<file path="src/rtl/ifetch_unit_pkg.sv">
// Shared constants and types for the MIPS instruction-fetch stage.
// Holds the text window, IF/ID record layout and the fetch address checker.
package ifetch_unit_pkg;

  localparam logic [31:0] TEXT_BASE  = 32'h0000_3000;
  localparam int          IMEM_DEPTH = 4096;
  localparam int          IMEM_AW    = 12;
  localparam logic [31:0] NOP_INSTR  = 32'h0000_0000;
  localparam logic [4:0]  EXC_ADEL   = 5'd4;

  typedef struct packed {
    logic        valid;
    logic [31:0] instr;
    logic [31:0] pc;
    logic [31:0] pc4;
    logic        exc;
  } ifid_t;

  // 33-bit offset keeps PCs below the base from wrapping into the legal window.
  function automatic logic fetch_err_f(input logic [31:0] pc, input logic [31:0] base,
                                       input int depth);
    logic [32:0] off;
    logic [32:0] limit;
    off   = {1'b0, pc} - {1'b0, base};
    limit = 33'(depth) << 2;
    return (pc[1:0] != 2'b00) | off[32] | (off >= limit);
  endfunction

endpackage

</file>
<file path="src/rtl/ifetch_unit_if.sv">
// Fetch-stage bus: hazard/EX controls in, IMem port, PC and IF/ID record out.
// master = fetch unit, slave = surrounding pipeline and IMem.
interface ifetch_unit_if
  import ifetch_unit_pkg::*;
  ();
  logic               stall;
  logic               redirect;
  logic [31:0]        redirect_pc;
  logic [IMEM_AW-1:0] imem_addr;
  logic [31:0]        imem_instr;
  logic [31:0]        pc;
  logic               if_id_valid;
  logic [31:0]        if_id_instr;
  logic [31:0]        if_id_pc;
  logic [31:0]        if_id_pc4;
  logic               if_id_exc;

  modport master (
    input  stall, redirect, redirect_pc, imem_instr,
    output imem_addr, pc, if_id_valid, if_id_instr, if_id_pc, if_id_pc4, if_id_exc
  );

  modport slave (
    output stall, redirect, redirect_pc, imem_instr,
    input  imem_addr, pc, if_id_valid, if_id_instr, if_id_pc, if_id_pc4, if_id_exc
  );
endinterface

</file>
<file path="src/rtl/ifetch_unit_ifid.sv">
// IF/ID pipeline register: flush beats hold, hold beats load.
module ifid_reg
  import ifetch_unit_pkg::*;
  (
  input  logic  clk,
  input  logic  rst_n,
  input  logic  flush_i,
  input  logic  hold_i,
  input  ifid_t load_i,
  output ifid_t ifid_o
);

  ifid_t ifid_q, ifid_d;

  always_comb begin
    ifid_d = ifid_q;
    if (flush_i) begin
      ifid_d = '{valid: 1'b0, instr: NOP_INSTR, pc: 32'h0, pc4: 32'h0, exc: 1'b0};
    end else if (!hold_i) begin
      ifid_d = load_i;
    end
  end

  always_ff @(posedge clk or negedge rst_n) begin
    if (!rst_n) begin
      ifid_q <= '0;
    end else begin
      ifid_q <= ifid_d;
    end
  end

  assign ifid_o = ifid_q;

endmodule

</file>
<file path="src/rtl/ifetch_unit.sv">
// Instruction-fetch stage: PC register, next-PC selection, AdEL detection
// and IF/ID capture of the combinational IMem read data.
module ifetch_unit
  import ifetch_unit_pkg::*;
  (
  input logic           clk,
  input logic           rst_n,
  ifetch_unit_if.master fif
);

  logic [31:0] pc_q, pc_d, pc_plus4;
  logic        fetch_err;
  ifid_t       load, ifid_q;

  assign pc_plus4  = pc_q + 32'd4;
  assign fetch_err = fetch_err_f(pc_q, TEXT_BASE, IMEM_DEPTH);

  // A redirect beats a stall: the younger fetch is squashed either way.
  always_comb begin
    pc_d = pc_q;
    if (fif.redirect) begin
      pc_d = fif.redirect_pc;
    end else if (!fif.stall) begin
      pc_d = pc_plus4;
    end
  end

  always_ff @(posedge clk or negedge rst_n) begin
    if (!rst_n) begin
      pc_q <= TEXT_BASE;
    end else begin
      pc_q <= pc_d;
    end
  end

  assign fif.imem_addr = pc_q[IMEM_AW+1:2] - TEXT_BASE[IMEM_AW+1:2];

  assign load = '{valid: 1'b1,
                  instr: fetch_err ? NOP_INSTR : fif.imem_instr,
                  pc:    pc_q,
                  pc4:   pc_plus4,
                  exc:   fetch_err};

  ifid_reg u_ifid (
    .clk     (clk),
    .rst_n   (rst_n),
    .flush_i (fif.redirect),
    .hold_i  (fif.stall),
    .load_i  (load),
    .ifid_o  (ifid_q)
  );

  assign fif.pc          = pc_q;
  assign fif.if_id_valid = ifid_q.valid;
  assign fif.if_id_instr = ifid_q.instr;
  assign fif.if_id_pc    = ifid_q.pc;
  assign fif.if_id_pc4   = ifid_q.pc4;
  assign fif.if_id_exc   = ifid_q.exc;

endmodule

</file>
<file path="src/flat_wrapper.sv">
// flat-port wrapper written by rule: the top's interface ports become plain ports
module ifetch_unit_flat import ifetch_unit_pkg::*;
  (clk, rst_n, fif_stall, fif_redirect, fif_redirect_pc, fif_imem_instr, fif_imem_addr, fif_pc, fif_if_id_valid, fif_if_id_instr, fif_if_id_pc, fif_if_id_pc4, fif_if_id_exc);
  ifetch_unit_if fif_i ();
  input logic clk;
  input logic rst_n;
  input wire logic [$bits(fif_i.stall)-1:0] fif_stall;
  input wire logic [$bits(fif_i.redirect)-1:0] fif_redirect;
  input wire logic [$bits(fif_i.redirect_pc)-1:0] fif_redirect_pc;
  input wire logic [$bits(fif_i.imem_instr)-1:0] fif_imem_instr;
  output wire logic [$bits(fif_i.imem_addr)-1:0] fif_imem_addr;
  output wire logic [$bits(fif_i.pc)-1:0] fif_pc;
  output wire logic [$bits(fif_i.if_id_valid)-1:0] fif_if_id_valid;
  output wire logic [$bits(fif_i.if_id_instr)-1:0] fif_if_id_instr;
  output wire logic [$bits(fif_i.if_id_pc)-1:0] fif_if_id_pc;
  output wire logic [$bits(fif_i.if_id_pc4)-1:0] fif_if_id_pc4;
  output wire logic [$bits(fif_i.if_id_exc)-1:0] fif_if_id_exc;
  assign fif_i.stall = fif_stall;
  assign fif_i.redirect = fif_redirect;
  assign fif_i.redirect_pc = fif_redirect_pc;
  assign fif_i.imem_instr = fif_imem_instr;
  assign fif_imem_addr = fif_i.imem_addr;
  assign fif_pc = fif_i.pc;
  assign fif_if_id_valid = fif_i.if_id_valid;
  assign fif_if_id_instr = fif_i.if_id_instr;
  assign fif_if_id_pc = fif_i.if_id_pc;
  assign fif_if_id_pc4 = fif_i.if_id_pc4;
  assign fif_if_id_exc = fif_i.if_id_exc;
  ifetch_unit u_core (.clk(clk), .rst_n(rst_n), .fif(fif_i));
endmodule
</file>
<file path="config.mk">
export PLATFORM = sky130hd
export DESIGN_NAME = ifetch_unit_flat
export DESIGN_NICKNAME = d
export VERILOG_FILES = /design/src/rtl/ifetch_unit_pkg.sv /design/src/rtl/ifetch_unit_if.sv /design/src/rtl/ifetch_unit_ifid.sv /design/src/rtl/ifetch_unit.sv /design/src/flat_wrapper.sv
export SDC_FILE = /design/constraint.sdc
export NUM_CORES = 1
export LEC_CHECK = 0
export CAP_MARGIN = 20
export CORE_ASPECT_RATIO = 1.75
export CORE_MARGIN = 2
export CORE_UTILIZATION = 47
export DETAILED_ROUTE_END_ITERATION = 7
export GPL_TIMING_DRIVEN = 0
export PLACE_DENSITY = 0.81
export RECOVER_POWER = 50
export SYNTH_ARGS = -nofsm -noshare
export SYNTH_HDL_FRONTEND = slang
export SYNTH_SLANG_ARGS = --single-unit
</file>
<file path="constraint.sdc">
create_clock -name clk -period 3.2 [get_ports clk]
set_clock_uncertainty 0.2 [all_clocks]
set_input_delay 0.96 -clock clk [delete_from_list [all_inputs] [get_ports clk]]
set_output_delay 0.96 -clock clk [all_outputs]
set_load 0.1 [all_outputs]
</file>
# Word level (Yosys, flattened, before mapping)
# Cells that the tools add are included.
# classes
addsub,3
magnitude_cmp,1
n_eq_ne,1
n_mux,5
bitwise,2
reduce_logical,1
# op_table
op,n
98-bit two-way mux,2
32-bit two-way mux,3
33-bit by 15-bit greater-or-equal comparator with 1-bit output (second input constant),1
32-bit by 14-bit subtractor with 33-bit output (second input constant),1
32-bit by 3-bit adder with 32-bit output (second input constant),1
12-bit subtractor (second input constant),1
2-bit by 1-bit != test with 1-bit output (second input constant),1
1-bit bitwise OR,2
2-bit nonzero test,1
# totals
register_bits,130
input_bits,68
out_inout_bits,142
wordCells,19

# Logic depth before layout (Yosys ltp)
# Gate-level depths: netlist of run 1.
# logic_depth
word_depth,6
mapped_depth,8
depth_no_buf,6

# Modules after synthesis
# From an unflattened synthesis of run 1, not the netlist that was laid out.
# unflattened
cells_unflattened,704
hier_area_um2,7008.0
# by_module_without_submodules
module,n_inst,cells_each,area_each_um2,seq_area_each_um2
ifid_reg,1,316,3948.8,2452.4
ifetch_unit,1,388,3059.2,803.3

# Worst setup path before layout of run 1
# Ideal clock, no wire load.
# synth_timing
path_type,reg-to-reg
from,"register u_core.pc_q[17], in the netlist u_core.fif.pc[17]"
to,"register, netlist name u_core.u_ifid.ifid_o[0]"
arrival_time_ns,2.743
setup_slack_ns,0.127
path_stages_with_launch,8
n_path_buf,2
period_less_slack_ns,3.073
path_cell_list,dfrtp_1 > buf_6 > or4_4 > buf_6 > or2_4 > a2111oi_2 > nand3_1 > o41a_1
# synth_via
elab_chain_len,5
word_cells_on_any_way,6
cone_classes,add/sub (1); order compare (1); mux (2); bitwise (2)
# synth_rtl
element,line,source
start: declaration,ifetch_unit.sv:11,"logic [31:0] pc_q, pc_d, pc_plus4;"
start signal: assignment,ifetch_unit.sv:32,pc_q <= pc_d;
32-bit by 14-bit subtractor with 33-bit output (*),ifetch_unit_pkg.sv:24,"off = {1'b0, pc} - {1'b0, base};"
33-bit by 15-bit greater-or-equal comparator with 1-bit output or 1-bit bitwise OR (tied branches),ifetch_unit_pkg.sv:26,return (pc[1:0] != 2'b00) | off[32] | (off >= limit);
1-bit bitwise OR (*),ifetch_unit_pkg.sv:26,
98-bit two-way mux (*),ifetch_unit_ifid.sv:19,end else if (!hold_i) begin
98-bit two-way mux (*),ifetch_unit_ifid.sv:17,if (flush_i) begin
# Mark *: on every way between the ends. The rest lies on a longest branch, timed or not. The select of a mux whose other input is x is not followed.
# A chain may end at the register's enable or synchronous reset.

# Final worst setup path of run 1
# layout_timing
from,"register u_core.pc_q[1], in the netlist u_core.fif.pc[1]"
to,output fif_pc[1]
# layout_rtl
element,line,source
end: declaration,flat_wrapper.sv:12,output wire logic [$bits(fif_i.pc)-1:0] fif_pc;
# No word-level cell between the ends.

==> summary.md, run 1 <==
| Metric | Value |
|---|---|
| Status | `finished, violations left` |
| Failing checks | `capacitance limit, slew limit` |
| Clk Latency, worst-skew pair | `0.42 ns` |
| Critical path origin | `u_core.fif.pc[1]` |
| Initial core utilization | `0.480` |
| Multi-input logic area | `2930 um2` |
| Kind of critical path | `flop to primary output` |
| # diodes | `0` |
| Endpoints failing hold | `0` |
| Detailed Route Iter0 Violations | `445` |
| Post-Syn Instances | `715` |
| Dpl ws | `-0.373 ns` |
| Top post-synthesis cells by area | `dfrtp_1 (47%), mux2i_1 (5.1%), xnor2_1 (4.6%)` |
| Slowest stage delay, CP | `1.16 ns` |
| Via density | `5.50` |
| Slowest cell on crit path | `clkdlybuf4s50_1` |
| Pwr Density | `559 nW/um2` |
| Main synth FF type | `dfrtp_1` |
| Final Cycle Share | `0.987` |
| GR Util met1 | `0.304` |
| M2 GR Usage | `0.489` |
| PortBufs | `207` |
| DR DRC count | `0` |
| Commonest non-fill, non-tap cell in the layout | `clkdlybuf4s50_1` |
| Die Width | `93.9 um` |
| F_max | `0.317 GHz` |
| Post-synthesis cell type count | `50` |
| Fin area | `9470 um2` |
| Std cell rows | `57` |
| CP required | `2.04 ns` |
| Worst-path cell chain | `clkdlybuf4s50_1` |
| Async S/R FF share, synth | `1.00` |
| Crit-path max FO | `4` |
| Largest net degree at the start of global routing | `66` |
| Worst EP arrival | `2.00 ns` |
| Syn Area/Cell | `9.30 um2` |
| Die Footprint | `15100 um2` |
| Setup-failing EPs final | `0` |
| Top Ports | `210` |
| Slew @ Worst Pin | `1.66 ns` |
| Number of global-route vias before repair | `6118` |
| Unrepaired setup endpoints after global routing | `false` |
| H-tree lvl count | `4` |
| Vias post-DR | `6211` |
| EDFF count, synth | `0` |
| Ratio of cells with drive above 1 in the final layout | `0.0830` |
| Worst R2R Path Depth | `8` |
| Reg2reg start | `u_core.fif.pc[19]` |
| Drt pass-1 iters | `6` |
| Most frequent cells in the layout | `clkdlybuf4s50_1 (178), dfrtp_1 (126), nand2_1 (78)` |
| Clock slew at reported path FFs | `0.06 ns` |
| Crit path capture | `fif_pc[1]` |
| Reg area | `3210 um2` |
| Routed wire length | `20900 um` |
| Sequential area share after synthesis | `0.482` |
| Crit path max-delay family | `buffers and inverters` |
| Grt ovf | `0` |
| Max Cap Viol | `1` |
| Placed insts | `1100` |
| Pleak | `0.00396 uW` |
| Die height | `161 um` |
| CTS tree | `built` |
| Flop2flop setup slack | `0.25 ns` |
| DP Area | `8970 um2` |
| Root Driver | `clkbuf_16` |
| Startpoint Class | `flop` |
| CP Buf/Inv Count | `1` |
| Slew Limit Fails | `64` |
| Final #Nets | `1014` |
| Grt met3 use | `0.0616` |
| Num CTS Buffers | `17` |
| Initial antenna violation count | `0` |
| Post-synth top area share | `0.474` |
| #FFs+latches synth | `128` |
| Min Tclk post-route | `3.16 ns` |
| Worst setup margin | `0.0411 ns` |
| Filler cell count | `1153` |
| Crit path depth | `1` |
| Area delta synth->final | `42.4%` |
| Antenna viol nets, final | `0` |
| Synthesis Warnings | `0` |
| Syn Std Cell Area | `6650 um2` |
| Routed length per instance | `18.5 um` |
| Peak VDD IR | `0.376 mV` |
| Total GRT Usage | `0.279` |
| Syn Nets | `787` |
| Core area | `13800 um2` |
| First-pass GRT wire length | `32300 um` |
| Post-synth top area cell | `dfrtp_1` |
| Relative slew slack | `-0.105` |
| Routability congestion estimate | `0.939` |
| Final TNS setup | `0 ns` |
| Clock Tree Buf Depth | `2` |
| Worst min path class | `flop to flop` |
| R2R Path End | `u_core.fif.pc[25]` |
| Cell Count, Final, Fillers Out | `1129` |
| Postcts setup bufs | `0` |
| Clock sink count | `128` |
| GR peak layer | `met2` |
| Setup crit end kind | `primary output` |
| Post-DP HPWL | `15300 um` |
[final cells by class]
cell class | instances | area share
buffer | 84 | 0.0443
multi-input combinational | 479 | 0.310
clock inverter | 7 | 0.00925
timing repair buffer | 208 | 0.216
tap | 177 | 0.0234
clock buffer | 22 | 0.0490
inverter | 24 | 0.00952
sequential | 128 | 0.339
[stage by stage]
stage / utilization / total power (uW) / hold slack (ns)
final: 0.684 / 5300 / 0.279
after global routing: 0.684 / 5450 / 0.302
after CTS: 0.686 / 5300 / 0.282
after detailed placement: 0.648 / 3490 / 0.266
after global placement: 0.646 / 3470 / 0.262
after floorplan: - / 3010 / 0.464
[where the power goes]
group | total [uW] | switching [uW] | internal [uW]
sequential | 1800 | 81.7 | 1710
clock | 1850 | 688 | 1170
combinational | 1640 | 1240 | 409
[cells in the mapped netlist, types with 2 or more instances]
library cell / n
clkbuf_1: 46
inv_1: 24
xnor2_1: 35
ha_1: 4
xor2_1: 16
nand4_1: 39
mux2i_1: 34
buf_1: 5
nor4_1: 17
nor4b_1: 2
or2_2: 4
mux2_2: 2
nand3b_1: 2
o21ai_1: 30
a211oi_2: 3
o21a_1: 15
nor2b_1: 7
and4_1: 4
o31a_1: 2
buf_4: 12
nand2b_1: 4
buf_6: 5
and3_1: 2
a221o_1: 2
clkbuf_2: 3
o21ai_0: 33
or4_1: 4
nand2_1: 78
a21o_1: 5
a21oi_1: 27
dfrtp_1: 126
nor3_1: 24
buf_2: 13
nand3_1: 12
or3_1: 4
nor2_1: 55
dfstp_2: 2
[registers in the layout, summed over array words and instances, names as in the netlist]
| name | cells |
|---|---|
| u_core.u_ifid.ifid_o | 96 |
| u_core.fif.pc | 32 |
[kinds of logic (layout without fill, tap and decap cells)]
group / count (synthesis) / in the layout / share of synthesized area
simple gates: 263 / 263 / 0.196
flops: 128 / 128 / 0.482
compound gates: 125 / 125 / 0.116
buf+inv: 108 / 345 / 0.0764
xor+xnor: 51 / 51 / 0.0672
mux: 36 / 36 / 0.0546
fa+ha+maj: 4 / 4 / 0.00753
[tightest hold or removal path: stages (launching register included)]
cell	delay (ns)
dfrtp_1	0.34
nand2_1	0.05
o21ai_1	0.06
[layer usage]
metal  part of all wire  up-vias
li1                   -     2892
met1               0.35     2975
met2               0.53      270
met3              0.064       74
met4              0.050        0
met5                  0        -
[how the worst min path moves through the flow]
stage                        startpoint                        to  slack [ns]  cells past startpoint
6_report       u_core.u_ifid.ifid_o[90]  u_core.u_ifid.ifid_o[90]        0.28                      2
5_1_grt        u_core.u_ifid.ifid_o[10]  u_core.u_ifid.ifid_o[10]        0.30                      1
4_1_cts        u_core.u_ifid.ifid_o[10]  u_core.u_ifid.ifid_o[10]        0.28                      1
3_5_place_dp   u_core.u_ifid.ifid_o[32]  u_core.u_ifid.ifid_o[32]        0.27                      1
3_3_place_gp   u_core.u_ifid.ifid_o[10]  u_core.u_ifid.ifid_o[10]        0.26                      1
2_1_floorplan                     rst_n          u_core.fif.pc[0]        0.46                      0
[timing repair]
action / in CTS / in global routing
hold buffers: 0 / 0
setup endpoints to repair: 26 / 15
gates resized for setup: 26 / 8
Note: power is estimated with default switching activity, not from simulation.
==> run 2, diff against run 1 <==
--- a/config.mk
+++ b/config.mk
@@ -8,10 +8,10 @@
 export CAP_MARGIN = 20
 export CORE_ASPECT_RATIO = 1.75
 export CORE_MARGIN = 2
-export CORE_UTILIZATION = 47
+export CORE_UTILIZATION = 50
 export DETAILED_ROUTE_END_ITERATION = 7
 export GPL_TIMING_DRIVEN = 0
-export PLACE_DENSITY = 0.81
+export PLACE_DENSITY = 0.85
 export RECOVER_POWER = 50
 export SYNTH_ARGS = -nofsm -noshare
 export SYNTH_HDL_FRONTEND = slang
==> constraint.sdc (replaced) <==
create_clock -name clk -period 3.7 [get_ports clk]
set_clock_uncertainty 0.2 [all_clocks]
set_input_delay 1.11 -clock clk [delete_from_list [all_inputs] [get_ports clk]]
set_output_delay 1.11 -clock clk [all_outputs]
set_load 0.1 [all_outputs]
==> summary.md, run 2 (synthesized netlist as in run 1, its figures left out) <==
| Metric | Value |
|---|---|
| PortBufs | `207 (unchanged)` |
| Setup crit end kind | `primary output` |
| Failing checks | `capacitance limit, slew limit` |
| Initial antenna violation count | `0 (unchanged)` |
| Startpoint Class | `flop` |
| Int Pwr | `2980 uW (-9.5%)` |
| DR DRC count | `0 (unchanged)` |
| Post-CTS Hold Fix Bufs | `0 (unchanged)` |
| Slew Limit Fails | `61 (-4.7%)` |
| Flop2flop setup slack | `0.47 ns (+0.22 ns)` |
| Worst R2R Path Depth | `8 (unchanged)` |
| Pleak | `0.00393 uW (-0.72%)` |
| CP required | `2.39 ns (+0.35 ns)` |
| Detailed Route Iter0 Violations | `563 (+27%)` |
| Pwr Density | `500 nW/um2 (-11%)` |
| CTS tree | `built` |
| Initial core utilization | `0.514 (+0.0334)` |
| Hold WS | `0.277 ns (-0.00196 ns)` |
| Peak VDD IR | `0.407 mV (+8.2%)` |
| Antenna viol nets, final | `0 (unchanged)` |
| Final Cycle Share | `0.976` |
| Number of global-route vias before repair | `6319 (+3.3%)` |
| R2R Path End | `u_core.u_ifid.ifid_o[95]` |
| Sw Share | `0.375 (-0.00414)` |
| WHS Path Cells | `2 (unchanged)` |
| HP Start | `u_core.u_ifid.ifid_o[79]` |
| Core area | `12900 um2 (-6.5%)` |
| Switch Pwr | `1780 uW (-11%)` |
| Clk network pwr share | `0.371 (+0.021)` |
| Vias post-DR | `6312 (+1.6%)` |
| Reg2reg start | `u_core.fif.pc[17]` |
| Top Ports | `210 (unchanged)` |
| Clock sink count | `128 (unchanged)` |
| Post-DP HPWL | `15300 um (+0.23%)` |
| Status | `finished, violations left` |
| Hold Crit Endpoint | `u_core.u_ifid.ifid_o[79]` |
| Setup-failing EPs final | `0 (unchanged)` |
| Relative slew slack | `-0.0170 (+0.0881)` |
| Root Driver | `clkbuf_16` |
| Routed length per instance | `18.9 um (+2.2%)` |
| Slew @ Worst Pin | `1.53 ns (-0.132 ns)` |
| Ratio of cells with drive above 1 in the final layout | `0.0806 (-0.00235)` |
| Routed wire length | `21300 um (+1.9%)` |
| Crit-path max FO | `4 (unchanged)` |
| Die Width | `91.2 um (-2.9%)` |
| Endpoints failing hold | `0 (unchanged)` |
| Most frequent cells in the layout | `clkdlybuf4s50_1 (205), dfrtp_1 (126), nand2_1 (78)` |
| Num CTS Buffers | `17 (unchanged)` |
| Area delta synth->final | `43.3%` |
| Grt ovf | `0 (unchanged)` |
| Max Cap Viol | `1 (unchanged)` |
| Clock Tree Buf Depth | `2 (unchanged)` |
| Worst EP arrival | `2.30 ns (+0.30 ns)` |
| First-pass GRT wire length | `33300 um (+3.1%)` |
| Routability congestion estimate | `0.949 (+1.1%)` |
| F_max | `0.277 GHz` |
| Reg power frac | `0.326 (-0.013)` |
| Drt pass-1 iters | `6 (unchanged)` |
| Die height | `157 um (-3.0%)` |
| Clock slew at reported path FFs | `0.06 ns (about the same)` |
| Unrepaired setup endpoints after global routing | `false` |
| Filler cell count | `959 (-17%)` |
| Largest net degree at the start of global routing | `70 (+6.1%)` |
| # diodes | `0 (unchanged)` |
| H-tree lvl count | `4 (unchanged)` |
| Worst setup margin | `0.0902 ns (+0.0490 ns)` |
| Worst min path class | `flop to flop` |
| Reg area | `3210 um2 (unchanged)` |
| Dpl ws | `-0.0246 ns (+0.349 ns)` |
| Final Power | `4760 uW (-10%)` |
| Commonest non-fill, non-tap cell in the layout | `clkdlybuf4s50_1` |
| Logic pwr share | `0.303 (-0.007)` |
| Die Footprint | `14300 um2 (-5.8%)` |
| Multi-input logic area | `2930 um2 (-0.17%)` |
| Final #Nets | `1014 (unchanged)` |
| Clk Latency, worst-skew pair | `0.42 ns (about the same)` |
| Max reg flops | `96 (unchanged)` |
| Min Tclk post-route | `3.61 ns` |
| Via density | `5.61 (+1.9%)` |
| Total GRT Usage | `0.301 (+0.0212)` |
| Std cell rows | `55 (-3.5%)` |
| Kind of critical path | `flop to primary output` |
==> run 2: power groups by stage <==
stage	clock, uW	sequential [uW]	combinational, uW
floorplan	0	2160	445
global placement	0	1570	1430
detailed placement	0	1580	1440
CTS	1760	1550	1450
global route	1830	1560	1500
finish	1770	1550	1440
==> run 2: how the worst max path moves through the flow <==
stage | cells after the start | end | startpoint
finish | 2 | fif_imem_addr[11] | u_core.fif.pc[13]
global route | 2 | fif_imem_addr[11] | u_core.fif.pc[13]
CTS | 2 | fif_imem_addr[11] | u_core.fif.pc[12]
detailed placement | 6 | u_core.u_ifid.ifid_o[58] | fif_stall
global placement | 1 | u_core.u_ifid.ifid_o[43] | rst_n
floorplan | 7 | u_core.u_ifid.ifid_o[0] | u_core.fif.pc[17]
==> run 2: critical path, cell delays in order, from the launching register on <==
cell and delay, ns:
dfstp_1 0.59, ha_1 0.16, clkdlybuf4s50_1 1.13
==> run 2: final cells by class <==
| type | instances | area share |
|---|---|---|
| clock buffer | 17 | 0.0447 |
| clock inverter | 15 | 0.0202 |
| sequential | 128 | 0.337 |
| inverter | 24 | 0.00946 |
| buffer | 84 | 0.0414 |
| multi-input combinational | 479 | 0.307 |
| tap | 171 | 0.0225 |
| timing repair buffer | 208 | 0.218 |
==> run 2: per-stage QoR <==
step	TNS, ns	area, um2	utilization	std cells
final	0	9520	0.736	1126
after global routing	0	9520	0.736	1126
after CTS	0	9580	0.740	1126
after detailed placement	-0.102	8960	0.693	1094
after global placement	-465.47	8930	0.690	1093
after floorplan	0	6650	-	715
==> run 2: per-layer routing <==
| metal | GRT usage | part of all wire | vias up |
|---|---|---|---|
| met5 | 0 | 0 | - |
| met4 | 0.152 | 0.044 | 0 |
| met3 | 0.0621 | 0.060 | 67 |
| met2 | 0.551 | 0.54 | 312 |
| met1 | 0.325 | 0.36 | 3036 |
| li1 | - | - | 2897 |
==> run 2: repair_timing <==
action / 4_1_cts / 5_1_grt
resized for setup: 1 / 0
endpoints found under the setup margin: 1 / 0
setup buffers: 0 / 0
